===== config.mk =====
export PLATFORM = sky130hd
export DESIGN_NAME = mat_vec_mac_seq
export DESIGN_NICKNAME = d
export VERILOG_FILES = /design/src/rtl/mvm_pkg.sv /design/src/rtl/mvm_acc_add.sv /design/src/rtl/mat_vec_mac_seq.sv
export SDC_FILE = /design/constraint.sdc
export NUM_CORES = 2
export LEC_CHECK = 0
export CAP_MARGIN = 0
export CORE_MARGIN = 8
export CORE_UTILIZATION = 30
export DETAILED_ROUTE_END_ITERATION = 6
export GPL_ROUTABILITY_DRIVEN = 0
export PLACE_DENSITY = 0.46
export SETUP_SLACK_MARGIN = 0.4
export SLEW_MARGIN = 20
export SYNTH_ARGS = -nofsm -noshare
export SYNTH_HDL_FRONTEND = slang
export SYNTH_SLANG_ARGS = --single-unit

===== constraint.sdc =====
create_clock -name clk -period 12 [get_ports clk]
set_input_delay 2.4 -clock clk [delete_from_list [all_inputs] [get_ports clk]]
set_output_delay 2.4 -clock clk [all_outputs]
set_load 0.03 [all_outputs]

===== src/rtl/mvm_pkg.sv =====
// rtl/mvm_pkg.sv - shared types, defaults and index-width helper for mat_vec_mac_seq
package mvm_pkg;

  typedef enum logic [1:0] {
    IDLE     = 2'd0,
    LOAD_VEC = 2'd1,
    MAC      = 2'd2,
    HOLD     = 2'd3
  } mvm_state_t;

  localparam int DEF_ROWS   = 3;
  localparam int DEF_COLS   = 4;
  localparam int DEF_DATA_W = 32;
  localparam int DEF_ACC_W  = 32;

  // Counter width for n entries; a single entry still needs one bit.
  function automatic int idx_w(input int n);
    return (n > 1) ? $clog2(n) : 1;
  endfunction

endpackage


===== src/rtl/mvm_acc_add.sv =====
// rtl/mvm_acc_add.sv - ACC_W adder, wrapping or clamping under MVM_SATURATE_EN
module mvm_acc_add #(
  parameter int ACC_W = 32
) (
  input  logic [ACC_W-1:0] a,
  input  logic [ACC_W-1:0] b,
  output logic [ACC_W-1:0] sum,
  output logic             ovf
);

`ifdef MVM_SATURATE_EN
  logic [ACC_W:0] full;

  assign full = {1'b0, a} + {1'b0, b};
  assign ovf  = full[ACC_W];
  assign sum  = full[ACC_W] ? {ACC_W{1'b1}} : full[ACC_W-1:0];
`else
  assign sum = a + b;
  assign ovf = 1'b0;
`endif

endmodule


===== src/rtl/mat_vec_mac_seq.sv =====
// rtl/mat_vec_mac_seq.sv - sequential matrix-vector MAC engine; MVM_SATURATE_EN selects clamping arithmetic
module mat_vec_mac_seq
  import mvm_pkg::*;
#(
  parameter int ROWS   = DEF_ROWS,
  parameter int COLS   = DEF_COLS,
  parameter int DATA_W = DEF_DATA_W,
  parameter int ACC_W  = DEF_ACC_W
) (
  input  logic                      clk,
  input  logic                      rst_n,
  input  logic                      start,
  output logic                      busy,
  output logic                      done,
  input  logic                      vec_valid,
  output logic                      vec_ready,
  input  logic [DATA_W-1:0]         vec_data,
  input  logic                      mat_valid,
  output logic                      mat_ready,
  input  logic [DATA_W-1:0]         mat_data,
  output logic                      res_valid,
  input  logic                      res_ready,
  output logic [ACC_W-1:0]          res_data,
  output logic [idx_w(ROWS)-1:0]    res_row,
  output logic                      res_last,
  output logic [ACC_W-1:0]          total_data,
  output logic                      sat
);

  localparam int RW = idx_w(ROWS);
  localparam int CW = idx_w(COLS);
  localparam logic [RW-1:0] ROW_LAST = RW'(ROWS - 1);
  localparam logic [CW-1:0] COL_LAST = CW'(COLS - 1);

  mvm_state_t        state;
  logic [DATA_W-1:0] vec_mem [COLS];
  logic [CW-1:0]     col;
  logic [RW-1:0]     row;
  logic [ACC_W-1:0]  acc;

  logic [DATA_W-1:0] vec_sel;
  logic [ACC_W-1:0]  prod_acc;
  logic              prod_ovf;
  logic [ACC_W-1:0]  acc_sum;
  logic              acc_ovf;
  logic [ACC_W-1:0]  tot_sum;
  logic              tot_ovf;

  assign vec_sel = vec_mem[col];

`ifdef MVM_SATURATE_EN
  localparam int PW = 2 * DATA_W;
  logic [PW-1:0] prod_full;

  assign prod_full = PW'(mat_data) * PW'(vec_sel);

  if (ACC_W >= PW) begin : g_prod_fit
    assign prod_acc = ACC_W'(prod_full);
    assign prod_ovf = 1'b0;
  end else begin : g_prod_clamp
    assign prod_ovf = |prod_full[PW-1:ACC_W];
    assign prod_acc = prod_ovf ? {ACC_W{1'b1}} : prod_full[ACC_W-1:0];
  end
`else
  // Low ACC_W bits of the product only depend on the low ACC_W bits of each operand.
  assign prod_acc = ACC_W'(mat_data) * ACC_W'(vec_sel);
  assign prod_ovf = 1'b0;
`endif

  mvm_acc_add #(.ACC_W(ACC_W)) u_acc_add (
    .a   (acc),
    .b   (prod_acc),
    .sum (acc_sum),
    .ovf (acc_ovf)
  );

  // Total chains off the in-flight acc sum so the row result and total land together.
  mvm_acc_add #(.ACC_W(ACC_W)) u_tot_add (
    .a   (total_data),
    .b   (acc_sum),
    .sum (tot_sum),
    .ovf (tot_ovf)
  );

  always_ff @(posedge clk or negedge rst_n) begin
    if (!rst_n) begin
      state      <= IDLE;
      for (int i = 0; i < COLS; i++) vec_mem[i] <= '0;
      col        <= '0;
      row        <= '0;
      acc        <= '0;
      busy       <= 1'b0;
      done       <= 1'b0;
      vec_ready  <= 1'b0;
      mat_ready  <= 1'b0;
      res_valid  <= 1'b0;
      res_data   <= '0;
      res_row    <= '0;
      res_last   <= 1'b0;
      total_data <= '0;
      sat        <= 1'b0;
    end else begin
      done <= 1'b0;
      case (state)
        IDLE: begin
          if (start) begin
            state      <= LOAD_VEC;
            col        <= '0;
            row        <= '0;
            acc        <= '0;
            total_data <= '0;
            sat        <= 1'b0;
            busy       <= 1'b1;
            vec_ready  <= 1'b1;
          end
        end
        LOAD_VEC: begin
          if (vec_valid && vec_ready) begin
            vec_mem[col] <= vec_data;
            if (col == COL_LAST) begin
              col       <= '0;
              state     <= MAC;
              vec_ready <= 1'b0;
              mat_ready <= 1'b1;
            end else begin
              col <= col + 1'b1;
            end
          end
        end
        MAC: begin
          if (mat_valid && mat_ready) begin
            acc <= acc_sum;
            sat <= sat | prod_ovf | acc_ovf;
            if (col == COL_LAST) begin
              col        <= '0;
              res_data   <= acc_sum;
              total_data <= tot_sum;
              sat        <= sat | prod_ovf | acc_ovf | tot_ovf;
              res_valid  <= 1'b1;
              res_row    <= row;
              res_last   <= (row == ROW_LAST);
              mat_ready  <= 1'b0;
              state      <= HOLD;
            end else begin
              col <= col + 1'b1;
            end
          end
        end
        HOLD: begin
          if (res_ready) begin
            res_valid <= 1'b0;
            res_last  <= 1'b0;
            if (res_last) begin
              state <= IDLE;
              busy  <= 1'b0;
              done  <= 1'b1;
            end else begin
              row       <= row + 1'b1;
              acc       <= '0;
              col       <= '0;
              mat_ready <= 1'b1;
              state     <= MAC;
            end
          end
        end
        default: state <= IDLE;
      endcase
    end
  end

endmodule

==> flow_summary_export.csv <==
group,metric,value,unit
sta,min_period,11.09,ns
cells_and_area,fillers,9352,
clock_tree,cts_tree,"done",
clock_tree,clk_pin_slew,0.06,ns
clock_tree,clockBufferDepth,3,
sta,setup_ws,0.912,ns
die,die_h,321,um
yosys,netlist_instances,2730,
min_path,whs_path_depth,2,
worst_setup_path,crit_path_max_incr_delay,0.80,ns
worst_setup_path,crit_path_top_delay_cell,"clkdlybuf4s50_1",
min_path,whs_endpoint,"acc[30]$_DFFE_PN0P_",
worst_setup_path,required,12.45,ns
die,dieArea,0.103,mm^2
placement,post-place-cells,4049,
clock_tree,cts_num_sinks,238,
cells_and_area,stdcell_count,4103,
global_route,grt_usage,16.2,%
sta,maxSlewViolCount,0,
worst_setup_path,worstPathArrival,11.54,ns
yosys,ys_types,60,
worst_setup_path,worstRegToRegCells,33,
routing,routed_wl,82.5,mm
yosys,ys_warn_count,0,
worst_setup_path,critPathKind,"in -> reg",
die,rows,111,
yosys,syn-cell-area,0.0279,mm^2
global_route,grt_pass1_vias,21600,
yosys,async_flop_share,100,%
sta,worstMarginPinSlew,0.974,ns
routing,drt_first_iter_violations,805,
global_route,grt_pass1_wl,130,mm
placement,hpwl,66.5,mm
global_route,overflow,0,
min_path,hold_start,"acc[30]$_DFFE_PN0P_",
worst_setup_path,cp_max_fo,11,
global_route,grt_start_max_net_pins,96,
sta,finalHoldViolations,0,
worst_setup_path,crit-reg2reg-capture,"total_data[31]$_DFFE_PN0P_",
cells_and_area,drive_above_1_share,10.8,%
sta,setup_viol,0,
worst_setup_path,r2r_slack,1.52,ns
sta,rsz0062_at_grt,"no",
sta,fmax,90.2,MHz
die,die_x,321,um
routing,wl_per_cell,20.1,um
sta,slew-limit-headroom,35.1,%
worst_setup_path,r2r-start,"col[0]$_DFFE_PN0P_",
routing,via_per_inst,4.64,
sta,post-route-period-util,92.4,%
die,start_util,30.3,%
global_route,antenna_found_initial,4,
min_path,hp-class,"reg -> reg",
clock_tree,htreeDepth,1,
die,io_pins,143,
sta,skew,0.0121,ns
routing,num_vias,19000,
yosys,syn_nets,3404,
cells_and_area,nets,3510,
worst_setup_path,startpoint_type,"input pin",
routing,drc_errors,0,
outcome,outcome,"finished, final reports clean",
clock_tree,cts-root-buf,"clkbuf_16",
clock_tree,worst_skew_pair.late_latency,0.57,ns
yosys,synth_ff_type,"dfrtp_1",
yosys,ys_ff_latch,238,
placement,dp_worst_setup_slack,0.0247,ns
flow_run,maxCapViolCount,0,
die,core,0.0918,mm^2
worst_setup_path,cp_common_cell,"fa_1",
yosys,synth_edf_count,0,
yosys,synth-seq-area-share,21.4,%
routing,drt_pass1_iterations,5,
clock_tree,numCtsBuffers,28,
worst_setup_path,cp-end-kind,"register",
routing,drt.antenna.violating_nets,0,
yosys,synth.avg_cell_area,10.2,um^2
sta,fin_tns_setup,0,ns
placement,numPortBuffers,141,
cells_and_area,synthToLayoutAreaGrowth,14.0,%
## worst max-delay path by stage
stage | start | to | cells past startpoint
6_report | mat_data[14] | total_data[31]$_DFFE_PN0P_ | 30
3_3_place_gp | mat_data[16] | total_data[31]$_DFFE_PN0P_ | 31
5_1_grt | mat_data[11] | total_data[31]$_DFFE_PN0P_ | 33
4_1_cts | mat_data[15] | total_data[31]$_DFFE_PN0P_ | 32
2_1_floorplan | mat_data[12] | total_data[31]$_DFFE_PN0P_ | 34
3_5_place_dp | mat_data[15] | total_data[31]$_DFFE_PN0P_ | 32
## synth_stat cells, drive strengths merged, types with 4 or more instances
cell type / number / area [um^2]
a21o: 24 / 180
a21oi: 45 / 225
a22o: 28 / 245
and2: 301 / 1880
and3: 6 / 37.5
buf: 22 / 125
clkbuf: 101 / 379
dfrtp: 238 / 5960
fa: 439 / 8790
ha: 165 / 2060
inv: 519 / 1950
mux2: 156 / 1760
mux2i: 4 / 40.0
mux4: 31 / 698
nand2: 302 / 1140
nand2b: 13 / 81.3
nand3: 15 / 75.1
nand3b: 4 / 30.0
nand4: 5 / 31.3
nor2: 29 / 109
nor2b: 18 / 113
nor3: 4 / 20.0
o211ai: 4 / 30.0
o21a: 11 / 82.6
o21ai: 78 / 390
o21bai: 8 / 60.1
o31ai: 10 / 75.1
xnor2: 82 / 718
xor2: 31 / 279
## critical path: cells and delay by family
kind | cells | cell delay, ns
fa+ha+maj | 10 | 4.66
compound gates | 10 | 2.30
buf+inv | 6 | 1.34
simple gates | 3 | 0.55
xor+xnor | 1 | 0.28
## state kept, by name (all words and copies together), names as in the netlist
register and count:
vec_mem 128, acc 32, res_data 32, total_data 32, col 2, res_row 2, row 2, state 2
busy 1, done 1, mat_ready 1, res_last 1, res_valid 1, vec_ready 1
## cell families after synthesis
family	Yosys count	synth area share [%]
XOR/XNOR	113	3.58
other	1	0.0135
adder cells (fa/ha/maj)	604	39.0
buffers and inverters	642	8.80
multiplexers	191	8.96
AND/OR/NAND/NOR	702	12.8
flip-flops	238	21.4
AO/OA/AOI/OAI	239	5.56
## per-stage QoR
step	util [%]	hold WS (ns)	instance area, um^2
6_report	34.6	0.492	31800
5_1_grt	34.6	0.513	31800
4_1_cts	34.6	0.497	31700
3_5_place_dp	33.6	0.482	30800
3_3_place_gp	33.6	0.477	30800
2_1_floorplan	-	0.450	27900
## area by class of cell
type	instances	area (um^2)	area share [%]
diodes	3	7.51	0.0236
clock buffers	38	810	2.55
clock inverters	13	111	0.351
inverters	519	1950	6.13
multi-input cells	1850	19500	61.3
flip-flops and latches	238	5960	18.7
well taps	1243	1560	4.90
repair buffers	199	1910	6.01
## layout by cell type (no fill, tap or decap), drive strengths merged, types with 38 or more instances in the layout
master	count
xnor2	82
inv	521
and2	301
ha	165
nand2	302
buf	59
fa	439
mux2	156
o21ai	78
clkbuf	38
dfrtp	238
a21oi	45
clkdlybuf4s50	134
## timing repair
item / CTS / global route
endpoints found under the setup margin: 0 / 2
setup buffers: 0 / 0
hold buffers: 0 / 0
gates resized for setup: 0 / 7
## metal layers
| layer | up-vias | GRT usage, % | share of wire, % | wire length [um] |
|---|---|---|---|---|
| li1 | 8624 | - | - | - |
| met1 | 10000 | 21.1 | 44 | 36300 |
| met2 | 296 | 28.8 | 50 | 41500 |
| met3 | 78 | 1.76 | 3.2 | 2610 |
| met4 | 2 | 3.90 | 2.5 | 2080 |
| met5 | - | 0 | 0.016 | 13 |
Power is not shown: default switching activity piles up to over one toggle a cycle in this logic, so the estimate is an artifact.
